## config.mk

```make
export PLATFORM = sky130hd
export DESIGN_NAME = vslide_issue
export DESIGN_NICKNAME = d
export VERILOG_FILES = /design/src/rtl/vslide_issue.sv
export SDC_FILE = /design/constraint.sdc
export NUM_CORES = 1
export LEC_CHECK = 0
export CAP_MARGIN = 10
export CORE_MARGIN = 2
export CORE_UTILIZATION = 50
export CTS_CLUSTER_DIAMETER = 80
export DETAILED_ROUTE_END_ITERATION = 12
export PLACE_DENSITY = 0.73
export REMOVE_ABC_BUFFERS = 1
export SLEW_MARGIN = 20
export SYNTH_ARGS = -nofsm -noshare
export SYNTH_HDL_FRONTEND = slang
export SYNTH_SLANG_ARGS = --single-unit
```

## constraint.sdc

```tcl
create_clock -name clk -period 7.2 [get_ports clk]
set_clock_uncertainty 0.05 [all_clocks]
set_input_delay 0.72 -clock clk [delete_from_list [all_inputs] [get_ports clk]]
set_output_delay 0.72 -clock clk [all_outputs]
set_load 0.05 [all_outputs]
```

## src/rtl/vslide_issue.sv

```systemverilog
// Slide-pipeline request sequencer: fetches a source register group from the VRF,
// buffers it, then streams it as consecutive beats with slide-unit sideband.
//   state    | meaning
//   S_IDLE   | ready for a command; rejects and vl=0 are resolved here
//   S_FETCH  | issuing VRF reads and capturing in-order responses
//   S_STREAM | emitting buffered beats on consecutive cycles
//   S_FIN    | one-cycle done pulse
module vslide_issue #(
  parameter int REQ_DATA_WIDTH    = 64,
  parameter int REQ_ADDR_WIDTH    = 32,
  parameter int REQ_BYTE_EN_WIDTH = 8,
  // one extra bit so the largest element size (BYTES itself) is representable
  parameter int SHIFT_WIDTH       = $clog2(REQ_DATA_WIDTH/8) + 1,
  parameter bit ENABLE_64_BIT     = 1'b1,
  parameter int MAX_BEATS         = 8
) (
  input  logic                         clk,
  input  logic                         rst,
  input  logic                         cmd_valid,
  output logic                         cmd_ready,
  input  logic                         cmd_opsel,
  input  logic                         cmd_insert,
  input  logic [1:0]                   cmd_sew,
  input  logic [15:0]                  cmd_vl,
  input  logic [REQ_ADDR_WIDTH-1:0]    cmd_vs2_addr,
  input  logic [REQ_ADDR_WIDTH-1:0]    cmd_vd_addr,
  input  logic [REQ_DATA_WIDTH-1:0]    cmd_scalar,
  output logic                         rd_req_valid,
  input  logic                         rd_req_ready,
  output logic [REQ_ADDR_WIDTH-1:0]    rd_req_addr,
  input  logic                         rd_resp_valid,
  input  logic [REQ_DATA_WIDTH-1:0]    rd_resp_data,
  output logic                         out_valid,
  output logic                         out_start,
  output logic                         out_end,
  output logic                         out_opsel,
  output logic                         out_insert,
  output logic [REQ_DATA_WIDTH-1:0]    out_vec0,
  output logic [REQ_DATA_WIDTH-1:0]    out_vec1,
  output logic [SHIFT_WIDTH-1:0]       out_shift,
  output logic [REQ_ADDR_WIDTH-1:0]    out_addr,
  output logic [REQ_BYTE_EN_WIDTH-1:0] out_be,
  output logic [REQ_BYTE_EN_WIDTH-1:0] out_avl_be,
  output logic [11:0]                  out_off,
  output logic                         done,
  output logic                         cmd_err
);
  localparam int BYTES = REQ_DATA_WIDTH / 8;
  localparam int BOFF  = $clog2(BYTES);
  localparam int IDX_W = $clog2(MAX_BEATS);
  localparam int CNT_W = IDX_W + 1;

  typedef enum logic [1:0] {S_IDLE, S_FETCH, S_STREAM, S_FIN} state_t;

  state_t                       r_state;
  logic                         r_cmd_ready, r_done, r_cmd_err;
  logic                         r_opsel, r_insert;
  logic [1:0]                   r_sew;
  logic [CNT_W-1:0]             r_beats, r_req_cnt, r_resp_cnt, r_out_cnt;
  logic [REQ_ADDR_WIDTH-1:0]    r_vs2, r_vd;
  logic [REQ_DATA_WIDTH-1:0]    r_scalar;
  logic [REQ_BYTE_EN_WIDTH-1:0] r_last_be;
  logic [REQ_DATA_WIDTH-1:0]    r_buf [MAX_BEATS];

  logic                         r_out_valid, r_out_start, r_out_end, r_out_opsel, r_out_insert;
  logic [REQ_DATA_WIDTH-1:0]    r_out_vec0, r_out_vec1;
  logic [SHIFT_WIDTH-1:0]       r_out_shift;
  logic [REQ_ADDR_WIDTH-1:0]    r_out_addr;
  logic [REQ_BYTE_EN_WIDTH-1:0] r_out_be, r_out_avl_be;
  logic [11:0]                  r_out_off;

  logic [18:0]                  w_nbytes, w_beats;
  logic [BOFF-1:0]              w_tail;
  logic [REQ_BYTE_EN_WIDTH-1:0] w_ones, w_last_be;
  logic                         w_reject, w_last_rsp, w_ld_en;
  logic [CNT_W-1:0]             w_ld_idx;
  logic [REQ_DATA_WIDTH-1:0]    w_ld_data;

  always_comb begin
    w_nbytes  = {3'b000, cmd_vl} << cmd_sew;
    w_beats   = (w_nbytes + 19'(BYTES - 1)) >> BOFF;
    w_tail    = w_nbytes[BOFF-1:0];
    w_ones    = '1;
    w_last_be = (w_tail == '0) ? w_ones : ~(w_ones << w_tail);
    w_reject  = (w_beats > 19'(MAX_BEATS)) || ((cmd_sew == 2'd3) && !ENABLE_64_BIT);
  end

  // Beat 0 is loaded on the edge that captures the last response, so a
  // single-beat group must forward the response data directly.
  always_comb begin
    w_ld_idx   = (r_state == S_STREAM) ? r_out_cnt : '0;
    w_last_rsp = (r_state == S_FETCH) && rd_resp_valid && (r_resp_cnt == r_beats - 1'b1);
    w_ld_en    = w_last_rsp || ((r_state == S_STREAM) && (r_out_cnt < r_beats));
    w_ld_data  = (w_last_rsp && (r_resp_cnt == '0)) ? rd_resp_data : r_buf[w_ld_idx[IDX_W-1:0]];
  end

  assign rd_req_valid = (r_state == S_FETCH) && (r_req_cnt < r_beats);
  assign rd_req_addr  = r_vs2 + (REQ_ADDR_WIDTH'(r_req_cnt) << BOFF);

  always_ff @(posedge clk) begin
    if ((r_state == S_FETCH) && rd_resp_valid && (r_resp_cnt < r_beats))
      r_buf[r_resp_cnt[IDX_W-1:0]] <= rd_resp_data;
  end

  always_ff @(posedge clk or negedge rst) begin
    if (!rst) begin
      r_state      <= S_IDLE;
      r_cmd_ready  <= 1'b0;
      r_done       <= 1'b0;
      r_cmd_err    <= 1'b0;
      r_opsel      <= 1'b0;
      r_insert     <= 1'b0;
      r_sew        <= '0;
      r_beats      <= '0;
      r_req_cnt    <= '0;
      r_resp_cnt   <= '0;
      r_out_cnt    <= '0;
      r_vs2        <= '0;
      r_vd         <= '0;
      r_scalar     <= '0;
      r_last_be    <= '0;
      r_out_valid  <= 1'b0;
      r_out_start  <= 1'b0;
      r_out_end    <= 1'b0;
      r_out_opsel  <= 1'b0;
      r_out_insert <= 1'b0;
      r_out_vec0   <= '0;
      r_out_vec1   <= '0;
      r_out_shift  <= '0;
      r_out_addr   <= '0;
      r_out_be     <= '0;
      r_out_avl_be <= '0;
      r_out_off    <= '0;
    end else begin
      r_done    <= 1'b0;
      r_cmd_err <= 1'b0;
      r_out_valid  <= w_ld_en;
      r_out_start  <= w_ld_en && (w_ld_idx == '0);
      r_out_end    <= w_ld_en && (w_ld_idx == r_beats - 1'b1);
      r_out_opsel  <= w_ld_en && r_opsel;
      r_out_insert <= w_ld_en && r_insert;
      r_out_vec0   <= w_ld_en ? w_ld_data : '0;
      r_out_vec1   <= w_ld_en ? r_scalar : '0;
      r_out_shift  <= w_ld_en ? ({{(SHIFT_WIDTH-1){1'b0}}, 1'b1} << r_sew) : '0;
      r_out_addr   <= w_ld_en ? (r_vd + (REQ_ADDR_WIDTH'(w_ld_idx) << BOFF)) : '0;
      r_out_be     <= !w_ld_en ? '0 : (w_ld_idx == r_beats - 1'b1) ? r_last_be : '1;
      r_out_avl_be <= w_ld_en ? r_last_be : '0;
      r_out_off    <= (w_ld_en && !r_opsel) ? 12'(w_ld_idx) : 12'd0;
      case (r_state)
        S_IDLE: begin
          r_cmd_ready <= 1'b1;
          if (cmd_valid && r_cmd_ready) begin
            r_opsel    <= cmd_opsel;
            r_insert   <= cmd_insert;
            r_sew      <= cmd_sew;
            r_beats    <= CNT_W'(w_beats);
            r_vs2      <= cmd_vs2_addr;
            r_vd       <= cmd_vd_addr;
            r_scalar   <= cmd_scalar;
            r_last_be  <= w_last_be;
            r_req_cnt  <= '0;
            r_resp_cnt <= '0;
            r_out_cnt  <= '0;
            if (cmd_vl == 16'd0) begin
              r_state     <= S_FIN;
              r_done      <= 1'b1;
              r_cmd_ready <= 1'b0;
            end else if (w_reject) begin
              r_cmd_err <= 1'b1;
            end else begin
              r_state     <= S_FETCH;
              r_cmd_ready <= 1'b0;
            end
          end
        end
        S_FETCH: begin
          if (rd_req_valid && rd_req_ready) r_req_cnt <= r_req_cnt + 1'b1;
          if (rd_resp_valid && (r_resp_cnt < r_beats)) r_resp_cnt <= r_resp_cnt + 1'b1;
          if (w_last_rsp) begin
            r_state   <= S_STREAM;
            r_out_cnt <= CNT_W'(1);
          end
        end
        S_STREAM: begin
          if (r_out_cnt < r_beats) begin
            r_out_cnt <= r_out_cnt + 1'b1;
          end else begin
            r_state <= S_FIN;
            r_done  <= 1'b1;
          end
        end
        S_FIN: begin
          r_state     <= S_IDLE;
          r_cmd_ready <= 1'b1;
        end
        default: r_state <= S_IDLE;
      endcase
    end
  end

  assign cmd_ready  = r_cmd_ready;
  assign done       = r_done;
  assign cmd_err    = r_cmd_err;
  assign out_valid  = r_out_valid;
  assign out_start  = r_out_start;
  assign out_end    = r_out_end;
  assign out_opsel  = r_out_opsel;
  assign out_insert = r_out_insert;
  assign out_vec0   = r_out_vec0;
  assign out_vec1   = r_out_vec1;
  assign out_shift  = r_out_shift;
  assign out_addr   = r_out_addr;
  assign out_be     = r_out_be;
  assign out_avl_be = r_out_avl_be;
  assign out_off    = r_out_off;
endmodule
```

---- Word-level counts from Yosys, hierarchy flattened ----
Memories as Yosys holds them, arrays and structs flattened.
Cells that the tools add are included.
storage, ports and cells
  memories ................................ 1
  flip-flop bits (word level) ............. 350
  output and inout bits ................... 233
  memory bits (writable) .................. 512
  word-level logic and storage cells ...... 121
cells by class
  $lt $le $gt $ge ......................... 4
  reductions and logical operators ........ 29
  add/subtract/negate cells ............... 7
  muxes and demuxes ....................... 37
  bitwise logic cells ..................... 1
  eq/ne operators ......................... 12
  shift operators ......................... 3
memories
  memory  depth  width  read ports  clocked after memory_dff  wr ports  RTL line  text
  r_buf   8      64     1           0                         1         63        logic [REQ_DATA_WIDTH-1:0] r_buf [MAX_BEATS];
operators by type and width
  operator                                                                           count
  64-bit two-way mux                                                                 3
  32-bit by 7-bit adder with 32-bit output                                           2
  32-bit two-way mux                                                                 1
  4-bit two-way mux                                                                  8
  8-bit two-way mux                                                                  4
  19-bit by 3-bit adder with 19-bit output (second input constant)                   1
  16-bit by 2-bit left shift with 19-bit output                                      1
  16-bit by 4-bit greater-than comparator with 1-bit output (second input constant)  1
  16-bit logical NOT                                                                 1
  4-bit one-hot mux with 2 select lines                                              2
  1-bit logical AND                                                                  14
  4-bit by 1-bit adder with 4-bit output (second input constant)                     3
  4-bit < comparator                                                                 3
  4-bit one-hot mux with 3 select lines                                              1
  1-bit two-way mux                                                                  10
  2-bit two-way mux                                                                  5
  4-bit == test                                                                      2
  4-bit logical NOT                                                                  2
  8-bit NOT                                                                          1
  2-bit one-hot mux with 4 select lines                                              1
  4-bit AND reduction                                                                2
  8-bit by 3-bit left shift with 8-bit output (first input constant)                 1
  2-bit by 1-bit != test with 1-bit output (second input constant)                   3
  2-bit != test (second input constant)                                              3
  other kinds (14)                                                                   18

---- Logic depth before layout (Yosys ltp) ----
  depth after elaboration ................. 7
  depth in mapped cells ................... 15
  gate-level depth less buffers ........... 13

---- Worst setup path before layout ----
Ideal clock, no wire load.
  kind .................................... reg-to-reg
  start ................................... reg r_beats[1]
  end ..................................... mem r_buf[1][0] (enable)
  arrival time ............................ 5970 ps
  cell stages (with the launch flop) ...... 9
  period minus slack after synthesis ...... 6584 ps
  slack ................................... 616 ps
  data required time ...................... 6585 ps
  buffers on the path ..................... 0
  library setup time ...................... 565 ps
  cell sequence ........................... dfrtp_1 -> inv_1 -> ha_1 -> nor2b_1 -> o21ai_0 -> nand2b_1 -> a211oi_1 -> nand2_1 -> nor3_1
between the ends
  cells in the longest elaborated chain, start to end .. 4
ends and longest elaborated chain
  element                                  RTL line  text
  from (decl)                              59        logic [CNT_W-1:0] r_beats, r_req_cnt, r_resp_cnt, r_out_cnt;
  from (signal assigned)                   156       r_beats <= CNT_W'(w_beats);
  4-bit < comparator                       101       if ((r_state == S_FETCH) && rd_resp_valid && (r_resp_cnt < r_beats))
  1-bit logical AND                        101
  1-bit two-way mux                        101
  1-bit two-way mux (implied by the code)  102       r_buf[r_resp_cnt[IDX_W-1:0]] <= rd_resp_data;
  to (decl)                                63
No other way between the ends.

---- Worst setup path in the final report ----
  start ................................... reg r_req_cnt[0]
  end ..................................... out rd_req_addr[31]
between the ends
  cells in the longest elaborated chain, start to end .. 1
ends and longest elaborated chain
  element                                   RTL line  text
  from (decl)                               59
  from (signal assigned)                    177       if (rd_req_valid && rd_req_ready) r_req_cnt <= r_req_cnt + 1'b1;
  32-bit by 7-bit adder with 32-bit output  98        assign rd_req_addr = r_vs2 + (REQ_ADDR_WIDTH'(r_req_cnt) << BOFF);
  to (decl)                                 30        output logic [REQ_ADDR_WIDTH-1:0] rd_req_addr,
No other way between the ends.

==> impl_metrics.toml <==
[pwr]
vdd_ir_drop_max_mv = 0.2472
p_seq_share_pct = 39.2
clock_power_share_pct = 26.3
p_leak_nw = 15.55
netSwitchingFraction_pct = 36.05
pwr-share-comb_pct = 34.5
p_per_area_mw_per_mm2 = 403.8
p_int_mw = 11.06
power_switching_mw = 6.232

[detailed_routing]
drt_wl_total_mm = 80.78
via_per_inst = 5.624
antenna_left = 0
via_count = 20680
drt_pass1_iterations = 5
drc = 0
wl_per_cell_um = 21.98
drt_iter0_drc = 1703

[cts]
hold_buffers = 0
cts_buffer_depth = 3
cts_tree = "done"
post_cts_buffers = 0
cts_made_buffers = 89
cts_resized = 0
clkSinkCount = 862
cts-root-buf = "clkbuf_16"
htree_num_levels = 3
clk_pin_slew_ps = 60
clk_latency_ps = 640

[sta]
min_period_over_period_pct = 67.71
fin_crit_ps = 4875
fmax_ghz = 0.2051
rsz0062_at_grt = "false"
worst_pin_slew_ps = 1080
finalWorstSetupSlack_ps = 2325
slew_violations = 0
hold_viol = 0
setup_viol = 0
maxSlewHeadroom_pct = 27.98

[grt]
grt-ovfl-total = 0
grt_usage_pct = 22.41
grt_first_pass_wirelength_mm = 122.1
grt_max_degree = 167
grt_pass1_vias = 21080
antenna_found_initial = 10

[cells_and_area]
area_delta_synth_final_pct = 23.84
drive_gt1_share_pct = 14.70
nets = 2963
final_core_util_pct = 62.52
fin_cells = 3676

[placement]
place.gp.congestion = 0.8973
port_buffers = 441
place_hpwl_mm = 47.78
placedCellCount = 3505
dp_slack_ps = 2925

[synthesis]
synth_cells = 2283
ys_warn_count = 0
synth.avg_cell_area_um2 = 15.14
synth_top_area_cell = "edfxtp_1"
synthFlopType = "edfxtp_1"
netlist_area_mm2 = 0.03457
synthAdderAreaFrac_pct = 1.202
yosysUniqueCellTypes = 73
synth_top_family_by_area = "multiplexers"
synth-xor-area-share_pct = 1.813
synth_seq_area_share_pct = 69.82
async_reset_ff_share_pct = 40.60
synth-seq-cells = 862
synth.top_cell.area_share_pct = 44.48
synthTopCellsByArea = "edfxtp_1, dfrtp_1, mux2_2, mux4_2, nor2b_1"
synth_enable_flop_cells = 512
synth_compound_area_share_pct = 6.979
muxShareOfSynthArea_pct = 10.73
synthSimpleGateAreaFrac_pct = 7.348

[critical_path]
worstSetupPathType = "flop to primary output"
worst_ep_required_time_ps = 6430
crit_arrival_ps = 4100
crit_path_max_fanout = 7
reg2reg_depth = 12
r2r_end = "out_addr[30]$_DFF_PN0_"
startpoint = "r_req_cnt[0]$_DFFE_PN0P_"
start_kind = "flop"
setup.worst_path.end = "rd_req_addr[31]"
r2r-start = "r_state[0]$_DFFE_PN0P_"
cp-end-kind = "primary output"
rrSetupSlack_ps = 3040

[floorplan]
chipWidth_um = 266.9
rows = 96
die_area_mm2 = 0.07125
start_util_pct = 50.49
ios = 450
die_y_um = 266.9
core-area_mm2 = 0.06847

[worst_hold_path]
holdCritPathClass = "input pin to async pin"

[run]
drv_cap = 0

[run_status]
status = "completed"
## through the flow
stage	power [mW]	hold WS [ps]	cell area, um^2	TNS, ps
3_3_place_gp	12.73	394.3	39870	0
2_1_floorplan	10.87	374.4	33980	-117130
3_5_place_dp	12.87	400.4	39870	0
4_1_cts	17.46	139.5	42800	0
5_1_grt	18.03	182.0	42800	0
6_report	17.29	116.7	42810	0
## power by group through the flow
stage	clock network, mW	logic [mW]	registers, mW
floorplan	0	2.43	8.44
global placement	0	5.92	6.81
detailed placement	0	6.01	6.86
CTS	4.65	6.03	6.77
global route	4.86	6.31	6.87
finish	4.55	5.97	6.77
## area by class of cell
class,count,area [um^2]
diodes,5,12.51
clock buffers,131,2536
clock inverters,35,390.4
fillers,4932,25660
inverters,29,116.4
multi-input cells,1257,9828
flip-flops and latches,862,24140
well taps,882,1104
repair buffers,475,4682
## synthesized netlist by cell type (41+ instances only)
cell      count
a211oi_1     78
a21oi_1     114
clkbuf_1     96
dfrtp_1     350
edfxtp_1    512
mux2_2      138
mux2i_1      68
mux4_2       64
nand2_1     120
nand3_1      55
nor2_1      104
nor2b_1     133
o21ai_0      58
o31ai_1      62
xnor2_1      41
## registers in the layout, summed over array words and instances, names as in the netlist, 2 cells and up
signal / count
r_vd: 32
r_last_be: 8
r_out_cnt: 4
r_buf: 512
out_vec0: 64
out_be: 8
out_avl_be: 8
r_scalar: 64
r_state: 2
r_sew: 2
r_req_cnt: 4
r_vs2: 32
r_beats: 4
out_off: 4
r_resp_cnt: 4
out_shift: 4
out_vec1: 64
out_addr: 32
## logic make-up after synthesis
group,after synthesis
flip-flops,862
adder cells (fa/ha/maj),32
AO/OA/AOI/OAI,369
other,1
buffers and inverters,171
XOR/XNOR,70
AND/OR/NAND/NOR,505
multiplexers,273
## cell usage in the layout (no fill, tap or decap), types with 15 or more instances in the layout
master,count
xnor2_1,41
dfrtp_1,348
clkbuf_1,28
clkdlybuf4s50_1,439
buf_4,33
xor2_1,28
clkbuf_16,90
clkinv_2,15
nor2b_1,133
nor3_1,18
mux2i_1,68
a21oi_1,114
mux2_2,138
ha_1,30
o31ai_1,62
nand3_1,54
inv_1,26
edfxtp_1,512
nand4_1,17
a211oi_1,78
o21ai_0,58
nand2_1,119
nor2_1,97
mux4_2,64
## how the worst min path moves through the flow
stage,startpoint,to,cells past startpoint
2_1_floorplan,rst,cmd_err$_DFF_PN0_,0
3_3_place_gp,r_last_be[0]$_DFFE_PN0P_,r_last_be[0]$_DFFE_PN0P_,1
3_5_place_dp,r_last_be[0]$_DFFE_PN0P_,r_last_be[0]$_DFFE_PN0P_,1
4_1_cts,rst,r_scalar[45]$_DFFE_PN0P_,1
5_1_grt,rst,r_scalar[55]$_DFFE_PN0P_,1
6_report,rst,out_vec1[9]$_DFF_PN0_,1
## metal layers
| metal | vias up | routed length (um) | GRT usage (%) |
|---|---|---|---|
| met1 | 10560 | 32400 | 28.35 |
| li1 | 9344 | - | - |
| met3 | 143 | 4560 | 4.032 |
| met2 | 614 | 41470 | 38.91 |
| met5 | - | 67 | 0 |
| met4 | 10 | 2287 | 7.850 |
## critical path, cell delays in order (launching register included)
cell and delay (ps):
dfrtp_1 430, ha_1 200, inv_1 60, fa_1 400, nor2b_1 110, o21ai_0 80, nand2b_1 130, nand2b_1 200
nor4_1 690, nand4_1 190, xnor2_1 180, clkdlybuf4s50_1 820
Power figures use the tool's default switching activity.
